--- src/rtl/vg_wrpre.sv ---
// vg_wrpre: FDD write path for the WD1793 core. Each WD edge is delayed by a
// precompensation amount and then sent to the drive as a fixed-width
// active-low wdat_n pulse. One extra edge can be held while a pulse is busy.
//   fclk, rst_n            clock, async active-low reset
//   vg_wd, vg_wg           write-data strobe and write gate from the core (async)
//   vg_early, vg_late      precomp hints; vg_tr43 enables precomp
//   wdat_n, wg_n           active-low write data / write gate to the drive
//   busy                   a pulse is in delay/pulse/gap, or an edge is pending
//   overrun                sticky: an edge was dropped; cleared when the gate falls
module vg_wrpre #(
  parameter int unsigned PRECOMP   = 4,
  parameter int unsigned PULSE_LEN = 6
) (
  input  logic fclk,
  input  logic rst_n,
  input  logic vg_wd,
  input  logic vg_wg,
  input  logic vg_early,
  input  logic vg_late,
  input  logic vg_tr43,
  output logic wdat_n,
  output logic wg_n,
  output logic busy,
  output logic overrun
);

  localparam int unsigned CW = 4;
  localparam logic [CW-1:0] D_NOM  = CW'(PRECOMP);
  localparam logic [CW-1:0] D_LATE = CW'(2 * PRECOMP);
  localparam logic [CW-1:0] P_LAST = CW'(PULSE_LEN - 1);

  typedef enum logic [1:0] {IDLE, DELAY, PULSE, GAP} state_t;

  logic [4:0] sync1, sync2;
  logic wd_s, wg_s, early_s, late_s, tr43_s;
  logic wd_prev, wg_prev;

  state_t state, next_state;
  logic [CW-1:0] count, next_count;
  logic pend_v, next_pend_v;
  logic [CW-1:0] pend_d, next_pend_d;
  logic set_ovr;
  logic wd_edge, wg_fall;
  logic [CW-1:0] d_edge;
  logic do_load;
  logic [CW-1:0] load_d;

  // All five inputs share one synchronizer so the hints stay aligned with WD.
  always_ff @(posedge fclk or negedge rst_n) begin
    if (!rst_n) begin
      sync1 <= '0;
      sync2 <= '0;
    end else begin
      sync1 <= {vg_wd, vg_wg, vg_early, vg_late, vg_tr43};
      sync2 <= sync1;
    end
  end

  assign {wd_s, wg_s, early_s, late_s, tr43_s} = sync2;
  assign wd_edge = wd_s & ~wd_prev & wg_s;
  assign wg_fall = ~wg_s & wg_prev;

  // Precompensation delay for the edge seen this cycle.
  always_comb begin
    d_edge = D_NOM;
    if (tr43_s && early_s && !late_s) d_edge = '0;
    else if (tr43_s && late_s && !early_s) d_edge = D_LATE;
  end

  always_ff @(posedge fclk or negedge rst_n) begin
    if (!rst_n) begin
      state   <= IDLE;
      count   <= '0;
      pend_v  <= 1'b0;
      pend_d  <= '0;
      wd_prev <= 1'b0;
      wg_prev <= 1'b0;
      wdat_n  <= 1'b1;
      wg_n    <= 1'b1;
      busy    <= 1'b0;
      overrun <= 1'b0;
    end else begin
      state   <= next_state;
      count   <= next_count;
      pend_v  <= next_pend_v;
      pend_d  <= next_pend_d;
      wd_prev <= wd_s;
      wg_prev <= wg_s;
      wdat_n  <= (state != PULSE);
      wg_n    <= ~wg_s;
      busy    <= (state != IDLE) | pend_v;
      if (wg_fall) overrun <= 1'b0;
      else if (set_ovr) overrun <= 1'b1;
    end
  end

  // Next state; do_load starts a new delay (or pulse when D is zero).
  always_comb begin
    next_state  = state;
    next_count  = count;
    next_pend_v = pend_v;
    next_pend_d = pend_d;
    set_ovr     = 1'b0;
    do_load     = 1'b0;
    load_d      = '0;
    if (!wg_s) begin
      next_state  = IDLE;
      next_count  = '0;
      next_pend_v = 1'b0;
    end else begin
      case (state)
        IDLE: begin
          if (wd_edge) begin
            do_load = 1'b1;
            load_d  = d_edge;
          end
        end
        DELAY, PULSE: begin
          if (count == '0) begin
            next_state = (state == DELAY) ? PULSE : GAP;
            next_count = (state == DELAY) ? P_LAST : '0;
          end else begin
            next_count = count - CW'(1);
          end
          if (wd_edge) begin
            if (pend_v) begin
              set_ovr = 1'b1;
            end else begin
              next_pend_v = 1'b1;
              next_pend_d = d_edge;
            end
          end
        end
        GAP: begin
          // The pending entry goes first; a simultaneous edge refills the slot.
          if (pend_v) begin
            do_load = 1'b1;
            load_d  = pend_d;
            if (wd_edge) begin
              next_pend_d = d_edge;
            end else begin
              next_pend_v = 1'b0;
            end
          end else if (wd_edge) begin
            do_load = 1'b1;
            load_d  = d_edge;
          end else begin
            next_state = IDLE;
          end
        end
        default: next_state = IDLE;
      endcase
      if (do_load) begin
        if (load_d == '0) begin
          next_state = PULSE;
          next_count = P_LAST;
        end else begin
          next_state = DELAY;
          next_count = load_d - CW'(1);
        end
      end
    end
  end

endmodule
--- config.mk ---
export PLATFORM = sky130hd
export DESIGN_NAME = vg_wrpre
export DESIGN_NICKNAME = d
export VERILOG_FILES = /design/src/rtl/vg_wrpre.sv
export SDC_FILE = /design/constraint.sdc
export NUM_CORES = 1
export LEC_CHECK = 0
export ABC_CLOCK_PERIOD_IN_PS = 2200
export CAP_MARGIN = 20
export CORE_ASPECT_RATIO = 1.5
export CORE_UTILIZATION = 40
export DETAILED_ROUTE_END_ITERATION = 8
export GPL_TIMING_DRIVEN = 0
export PLACE_DENSITY_LB_ADDON = 0.12
export SYNTH_ARGS = -nofsm -noshare
export SYNTH_HDL_FRONTEND = slang
export SYNTH_SLANG_ARGS = --single-unit
--- constraint.sdc ---
create_clock -name fclk -period 2.2 [get_ports fclk]
set_clock_uncertainty 0.15 [all_clocks]
set_input_delay 0.66 -clock fclk [delete_from_list [all_inputs] [get_ports fclk]]
set_output_delay 0.66 -clock fclk [all_outputs]
set_load 0.1 [all_outputs]
After elaboration in Yosys (flattened, before gate mapping)
Cells that the tools add are included.
{"block": "op_classes", "n_bitwise": 6, "reduce_logical": 16, "addsub": 2, "mux": 39, "n_eq_ne": 15}
{"operator": "4-bit 2-to-1 mux", "n": 14}
{"operator": "4-bit case mux with 2 select lines", "n": 2}
{"operator": "1-bit 2-to-1 mux", "n": 13}
{"operator": "2-bit 2-to-1 mux", "n": 6}
{"operator": "4-bit inequality test, second input constant", "n": 3}
{"operator": "2-bit inequality test, second input constant", "n": 5}
{"operator": "4-bit zero test", "n": 2}
{"operator": "4-bit by 1-bit subtractor with 4-bit output, second input constant", "n": 2}
{"operator": "3-bit by 1-bit inequality test with 1-bit output, second input constant", "n": 2}
{"operator": "6-bit AND reduction", "n": 1}
{"operator": "2-bit nonzero test", "n": 3}
{"operator": "2-bit equality test, second input constant", "n": 2}
{"operator": "1-bit logical AND", "n": 4}
{"operator": "4-bit by 1-bit inequality test with 1-bit output, second input constant", "n": 1}
{"operator": "1-bit case mux with 2 select lines", "n": 2}
{"operator": "2-bit case mux with 2 select lines", "n": 1}
{"operator": "4-bit AND reduction", "n": 1}
{"operator": "1-bit AND", "n": 3}
{"operator": "3-bit 2-to-1 mux", "n": 1}
{"operator": "3-bit inequality test, second input constant", "n": 1}
{"operator": "2-bit by 1-bit equality test with 1-bit output, second input constant", "n": 1}
{"operator": "1-bit zero test", "n": 2}
{"operator": "2-bit zero test", "n": 1}
{"operator": "1-bit NOT", "n": 2}
{"operator": "3 further kinds", "n": 3}
{"block": "word_totals", "regBits": 27, "output_inout_bits": 4, "inputBits": 7, "elab_cells": 90}

Logic depth before layout (Yosys ltp)
Gate-level depths: netlist of run 1.
{"block": "depth", "ltp_word": 12, "depth_mapped": 7, "ltp_nobuf": 7}

Worst setup path before layout of run 1
No wires, ideal clock.
{"block": "synth_timing", "path_kind": "register -> register", "start": "register state[0]", "end": "register count[2]", "setup_time_ps": 111, "stages_incl_launch_ff": 6, "arrival_ps": 1624, "period_less_slack_ps": 1885, "required_time_ps": 1939, "setup_slack_ps": 315, "path_buffers": 0, "path_cell_list": "dfrtp_1 ha_1 or2_4 a211oi_4 a211oi_2 a2111oi_2"}
{"block": "synth_between", "elab_chain_len": 7, "word_cells_on_any_way": 18, "classes_between": "add/sub (1); eq/ne (4); mux (10); reduce/logical (3)"}
{"element": "start, declared", "line": "38", "text": "state_t state, next_state;"}
{"element": "start signal, assigned", "line": "83", "text": "state <= next_state;"}
{"element": "2-bit equality test or 2-bit zero test (tied branches)", "line": "111", "text": "case (state)"}
{"element": "4-bit case mux with 2 select lines", "line": "111"}
{"element": "4-bit 2-to-1 mux", "line": "106", "text": "if (!wg_s) begin"}
{"element": "4-bit by 1-bit subtractor with 4-bit output or 4-bit zero test (tied branches)", "line": "159, 154"}
{"element": "4-bit 2-to-1 mux", "line": "154", "text": "if (load_d == '0) begin"}
{"element": "4-bit 2-to-1 mux", "line": "153", "text": "if (do_load) begin"}
{"element": "4-bit 2-to-1 mux", "line": "106"}
{"element": "end signal, assigned", "line": "84", "text": "count <= next_count;"}
{"element": "end, declared", "line": "39", "text": "logic [CW-1:0] count, next_count;"}
Several ways; a longest one is shown, not always the timed one. The select of a mux whose other input is x is not followed.
A chain may end at the register's enable or synchronous reset.

Worst setup path after layout of run 1
{"block": "layout_timing", "start": "register wdat_n", "end": "output wdat_n"}
{"element": "start, declared", "line": "21", "text": "output logic wdat_n,"}
{"element": "start signal, assigned", "line": "89", "text": "wdat_n <= (state != PULSE);"}
No word-level cell between the ends.

==> results of run 1 <==
## layer usage
| layer | global-route usage [%] | routed length, µm | share of wire, % | up-vias |
|---|---|---|---|---|
| met5 | 0 | 0 | 0 | - |
| met4 | 3.81 | 24 | 1.1 | 0 |
| met3 | 2.33 | 43 | 2.0 | 2 |
| met2 | 26.6 | 1160 | 55 | 12 |
| met1 | 18.8 | 897 | 42 | 420 |
| li1 | - | - | - | 428 |
## cell usage in the layout (no fill, tap or decap), types with 2 or more instances in the layout
cell / count
o21ai_1: 3
nor3_1: 3
ha_1: 7
clkbuf_8: 3
buf_4: 2
a31oi_1: 2
o21ai_0: 3
nor2_1: 12
clkdlybuf4s15_2: 4
o22ai_1: 2
dfrtp_1: 23
a211oi_1: 2
clkdlybuf4s50_1: 6
nand2_1: 8
nand2b_1: 3
inv_1: 8
a211oi_2: 2
dfstp_2: 2
nor2b_1: 2
a21oi_1: 4
nand3_1: 2
## state kept, by name, summed over array words and instances, names as in the netlist
name / flops
pend_v: 1
wg_n: 1
wdat_n: 1
sync1: 5
state: 2
sync2: 5
wg_prev: 1
pend_d: 2
overrun: 1
wd_prev: 1
count: 4
busy: 1
## cell families (layout without fill, tap and decap cells)
kind of cell | count (synthesis) | in the layout | share of synthesized area, %
and+or+nand+nor | 38 | 38 | 15.6
AOI/OAI and AO/OA | 30 | 30 | 19.2
DFF | 25 | 25 | 50.8
buffers and inverters | 12 | 27 | 4.85
adders and majority gates | 7 | 7 | 7.08
muxes | 2 | 2 | 1.82
xor gates and xnor gates | 1 | 1 | 0.708
## what timing repair did
action | in CTS | in global routing
setup endpoints to repair | 4 | 0
hold buffers | 0 | 0
gates resized for setup | 12 | 0
## final timing paths
check	from	to	slack (ns)	depth (start not counted)
worst max register to register	state[0]	pend_d[3]	0.14	6
worst max-delay path	wdat_n	wdat_n	0.06	1
min in group asynchronous	rst_n	sync2[0]	0.59	1
worst min-delay path	sync1[1]	sync2[1]	0.20	0
max in group asynchronous	rst_n	wdat_n	0.75	2
worst min register to register	sync1[1]	sync2[1]	0.20	0
## report_power, final
| group | internal [mW] | switching (mW) |
|---|---|---|
| Combinational | 0.364 | 0.589 |
| Sequential | 0.562 | 0.0846 |
| Clock | 0.126 | 0.140 |
## area by class of cell
class                           count  area (µm²)
Clock inverter                      1        5.00
Sequential cell                    25         628
Fill cell                         282        1460
Clock buffer                        3        41.3
Inverter                            9        33.8
Timing Repair Buffer               11         120
Tap cell                           39        48.8
Buffer                              3        26.3
Multi-Input combinational cell     78         549
==> results by group, run 1 <==
STA
  • Fmax: roughly 470 MHz
  • Final setup viols: 0
  • Fin crit period: 2.14 ns
  • Relative slew slack: 63.6%
  • Period utilization: 97.3%
  • Final Max Tran Viols: 0
  • Hold Vio Cnt, Final: 0
  • Final setup TNS: 0 ns
  • Hold_ws: 0.203 ns
  • Worst-margin pin slew: 0.548 ns
  • RSZ-0062 raised after global routing: no
  • Post-route setup slack: 0.0594 ns

Routing
  • Drt first-iter violations: 19
  • Routed vias: 862
  • Total length of routed wires: 2130 µm
  • DRT Pass-1 Iters: 4
  • Drc violations: 0
  • Via density per instance: 5.10
  • Final ANT Viol Nets: 0
  • WL per Instance: 12.6 µm

Floorplan
  • Core region area: 0.00291 mm²
  • Die Wd: 47.4 µm
  • Initial core utilization: 42.5%
  • Num rows: 24
  • I/O pins: 11
  • Die ar.: 0.00332 mm²
  • Die Ht: around 70 µm

Clocking
  • CTS H-Tree Depth: 1
  • Clock Path Buffers: 2
  • Reg clk slew, reported paths: 0.09 ns
  • Postcts setup bufs: 0
  • Cts bufs inserted: 3
  • Sink Count: 25
  • CTS tree: done
  • Clock Latency Late Sink: around 0.26 ns
  • Root Buffer: clkbuf_8

Critical path
  • Crit path DAT: 1.33 ns
  • Required @ worst endpoint: 1.39 ns
  • CP max FO: 1
  • Crit start category: register
  • CP max stage cell: clkdlybuf4s15_2
  • Element type at the critical path end: output port
  • Buffers & Inverters on Critical Path: 1
  • CP delay by family, top: buffers and inverters
  • CP Class: reg -> out
  • Crit-path cells: clkdlybuf4s15_2
  • Peak per-stage delay on the critical path: around 0.54 ns

Finish
  • # diodes: 0
  • Layout cells sized above 1: 20.8%
  • Cell area after layout: 0.00145 mm²
  • Layout Cells excl Fill: between 150 and 200
  • Final nets: roughly 150
  • Fin util: 49.9%
  • Area grow syn2layout: 17.4%

Synth
  • Ys Warns: 0
  • Syn Inst Count: 115
  • Synth top cells by count: dfrtp_1, nor2_1, inv_1, nand2_1, ha_1
  • EDFF count, synth: 0
  • Synth area leader: dfrtp_1
  • Dominant cell by count in the synthesized netlist: dfrtp_1
  • Syn nets: ~130
  • Cell area after synthesis: 0.00124 mm²
  • Seq/Total Area, Yosys: 50.8%
  • Most used DFF post-synth: dfrtp_1
  • Async S/R FF share, synth: 100%
  • Mean Syn Cell Area: 10.8 µm²
  • Synth top area share: 46.5%
  • Count of cell types in the netlist: 43
  • Synthesized flop and latch total: 25
  • Largest cells by area after synthesis: dfrtp_1, ha_1, dfstp_2

Hold path
  • Worst hold-check path type: reg -> reg

Placement
  • Placed insts: 164
  • Pre-CTS setup slack: -0.229 ns
  • Input/output buffers: 10
  • Hpwl dp: between 1500 and 2000 µm
  • GP Congestion: 0.778
  • Placement-stage cell area: 0.00139 mm²

Global routing
  • Total track usage: between 10% and 20%
  • Vias in the first global route: a little under 900
  • First-pass GRT wire length: 3800 µm
  • Initial antenna violation count: 0
  • Remaining Overflow, GRT: 0
  • Largest net degree at the start of global routing: 26

Power
  • Leak: between 0.6 and 0.7 nW
  • Pwr/cell area: roughly 1300 mW/mm²
  • Design Power: 1.87 mW
  • Max IR drop VDD: 0.898 mV

Run
  • MaxCap Viol Count: 0

Status
  • Status: finished, final reports clean
(Power assumes the default switching activity.)
==> run 2, diff against run 1 <==
--- a/config.mk
+++ b/config.mk
@@ -8,6 +8,7 @@
 export ABC_CLOCK_PERIOD_IN_PS = 2200
 export CAP_MARGIN = 20
 export CORE_ASPECT_RATIO = 1.5
+export CORE_MARGIN = 5
 export CORE_UTILIZATION = 40
 export DETAILED_ROUTE_END_ITERATION = 8
 export GPL_TIMING_DRIVEN = 0
==> results by group, run 2 (same netlist as run 1, synthesis figures left out) <==
Hold path
  • Worst hold endpoint: sync2[3]
  • Hold Crit Start: sync1[3]
  • Worst hold-check path type: reg -> reg
  • Hold Path Cell Cnt: 0

Power
  • Part of the power in the clock network: 14.2%
  • Internal power: between 1 and 1.5 mW
  • Combinational Power Share: 51.4%
  • Switching power of the nets: around 0.8 mW
  • Leak: 0.617 nW
  • Flop pwr share: 34.5%
  • Max IR drop VDD: 0.609 mV
  • Design Power: 1.86 mW
  • Pwr/cell area: roughly 1300 mW/mm²
  • Switching Share: 43.3%

STA
  • Fmax: 466 MHz
  • Worst-margin pin slew: 0.545 ns
  • Final Max Tran Viols: 0
  • Hold Vio Cnt, Final: 0
  • Period utilization: a little over nine tenths
  • RSZ-0062 raised after global routing: no
  • Post-route setup slack: 0.0559 ns
  • Final setup TNS: 0 ns
  • Final setup viols: 0
  • Fin crit period: 2.14 ns
  • Relative slew slack: 63.8%

Global routing
  • Vias in the first global route: 850
  • Total track usage: 10.9%
  • Remaining Overflow, GRT: 0
  • First-pass GRT wire length: 3730 µm
  • Largest net degree at the start of global routing: 26
  • Initial antenna violation count: 0

Floorplan
  • Initial core utilization: between 40% and 50%
  • I/O pins: 11
  • Die Ht: between 70 and 80 µm
  • Num rows: 24
  • Die ar.: about 0.0043 mm²
  • Core region area: 0.00294 mm²
  • Die Wd: 55.4 µm

Finish
  • Area grow syn2layout: 17.3%
  • Most common cell after layout, fill and taps aside: dfrtp_1
  • Fillers: 297
  • Top flop regs: sync1 x5, sync2 x5, count x4
  • Most frequent cells in the layout: dfrtp_1, nor2_1, inv_1, nand2_1, ha_1
  • Final nets: 145
  • Layout cells sized above 1: 20.0%
  • # diodes: 0

Critical path
  • CP max FO: 1
  • CP max stage cell: clkdlybuf4s15_2
  • Crit path DAT: between 1 and 1.5 ns
  • Element type at the critical path end: output port
  • FF-to-FF path depth: 5
  • R2R Setup Slk: 0.14 ns
  • Buffers & Inverters on Critical Path: 1
  • CP Class: reg -> out
  • RR Endpoint: count[2]
  • Peak per-stage delay on the critical path: 0.54 ns
  • CP delay by family, top: buffers and inverters
  • Required @ worst endpoint: 1.39 ns
  • Crit start category: register
  • Reg-to-Reg Start: state[0]
  • Crit-path cells: clkdlybuf4s15_2

Clocking
  • Root Buffer: clkbuf_8
  • Clock Latency Late Sink: around 0.27 ns
  • CTS tree: done
  • Reg clk slew, reported paths: 0.08 ns
  • CTS H-Tree Depth: 1
  • Sink Count: 25
  • Cts bufs inserted: 3
  • Hold_buf cts: 0
  • Clock Path Buffers: 2
  • Postcts setup bufs: 0

Placement
  • Pre-CTS setup slack: -0.231 ns
  • Hpwl dp: 1630 µm
  • GP Congestion: roughly 0.75
  • Input/output buffers: 10

Routing
  • Drc violations: 0
  • Routed vias: 866
  • WL per Instance: about 13 µm
  • Via density per instance: a little over 5
  • Total length of routed wires: 2140 µm
  • Drt first-iter violations: 15
  • Final ANT Viol Nets: 0
  • DRT Pass-1 Iters: 4

Run
  • MaxCap Viol Count: 0

Status
  • Status: finished, final reports clean
==> run 2: layout make-up <==
| class | count | area (µm²) | share of cell area (%) |
|---|---|---|---|
| Timing Repair Buffer | 11 | 120 | 8.28 |
| Clock buffer | 4 | 45.0 | 3.10 |
| Sequential cell | 25 | 628 | 43.3 |
| Inverter | 9 | 33.8 | 2.33 |
| Multi-Input combinational cell | 78 | 549 | 37.8 |
| Tap cell | 39 | 48.8 | 3.36 |
| Buffer | 3 | 26.3 | 1.81 |
==> run 2: repair_timing <==
action | CTS | global route
endpoints found under the hold margin | 0 | 0
setup endpoints to repair | 4 | 0
resized for setup | 12 | 0
==> run 2: per-layer routing <==
layer	share of wire (%)	wire [µm]	vias to the layer above	global-route usage (%)
met5	0	0	-	0
met4	2.6	55	0	6.57
met3	3.3	71	5	2.30
met2	52	1110	11	19.0
met1	42	895	422	12.2
li1	-	-	428	-
==> run 2: power groups by stage <==
stage / Combinational, mW / Clock (mW) / Sequential [mW]
3_5_place_dp: 0.972 / 0 / 0.653
5_1_grt: 1.05 / 0.294 / 0.660
6_report: 0.958 / 0.264 / 0.642
4_1_cts: 0.969 / 0.279 / 0.644
3_3_place_gp: 0.946 / 0 / 0.651
2_1_floorplan: 0.606 / 0 / 0.815
==> run 2: stage by stage <==
stage	util [%]	std cells	instance area, µm²	hold WS [ns]
2_1_floorplan	-	115	1240	0.181
3_3_place_gp	47.1	164	1390	0.183
3_5_place_dp	47.1	164	1390	0.186
4_1_cts	48.8	168	1440	0.206
5_1_grt	49.3	169	1450	0.224
6_report	49.3	169	1450	0.198
==> run 2: how the worst max path moves through the flow <==
stage / endpoint / cells after the start / from / slack [ns]
6_report: wdat_n / 1 / wdat_n / 0.06
5_1_grt: wdat_n / 1 / wdat_n / 0.02
4_1_cts: wdat_n / 1 / wdat_n / 0.04
3_5_place_dp: wdat_n / 1 / wdat_n / -0.23
3_3_place_gp: wg_n / 1 / wg_n / -0.23
2_1_floorplan: count[2] / 5 / state[0] / 0.31
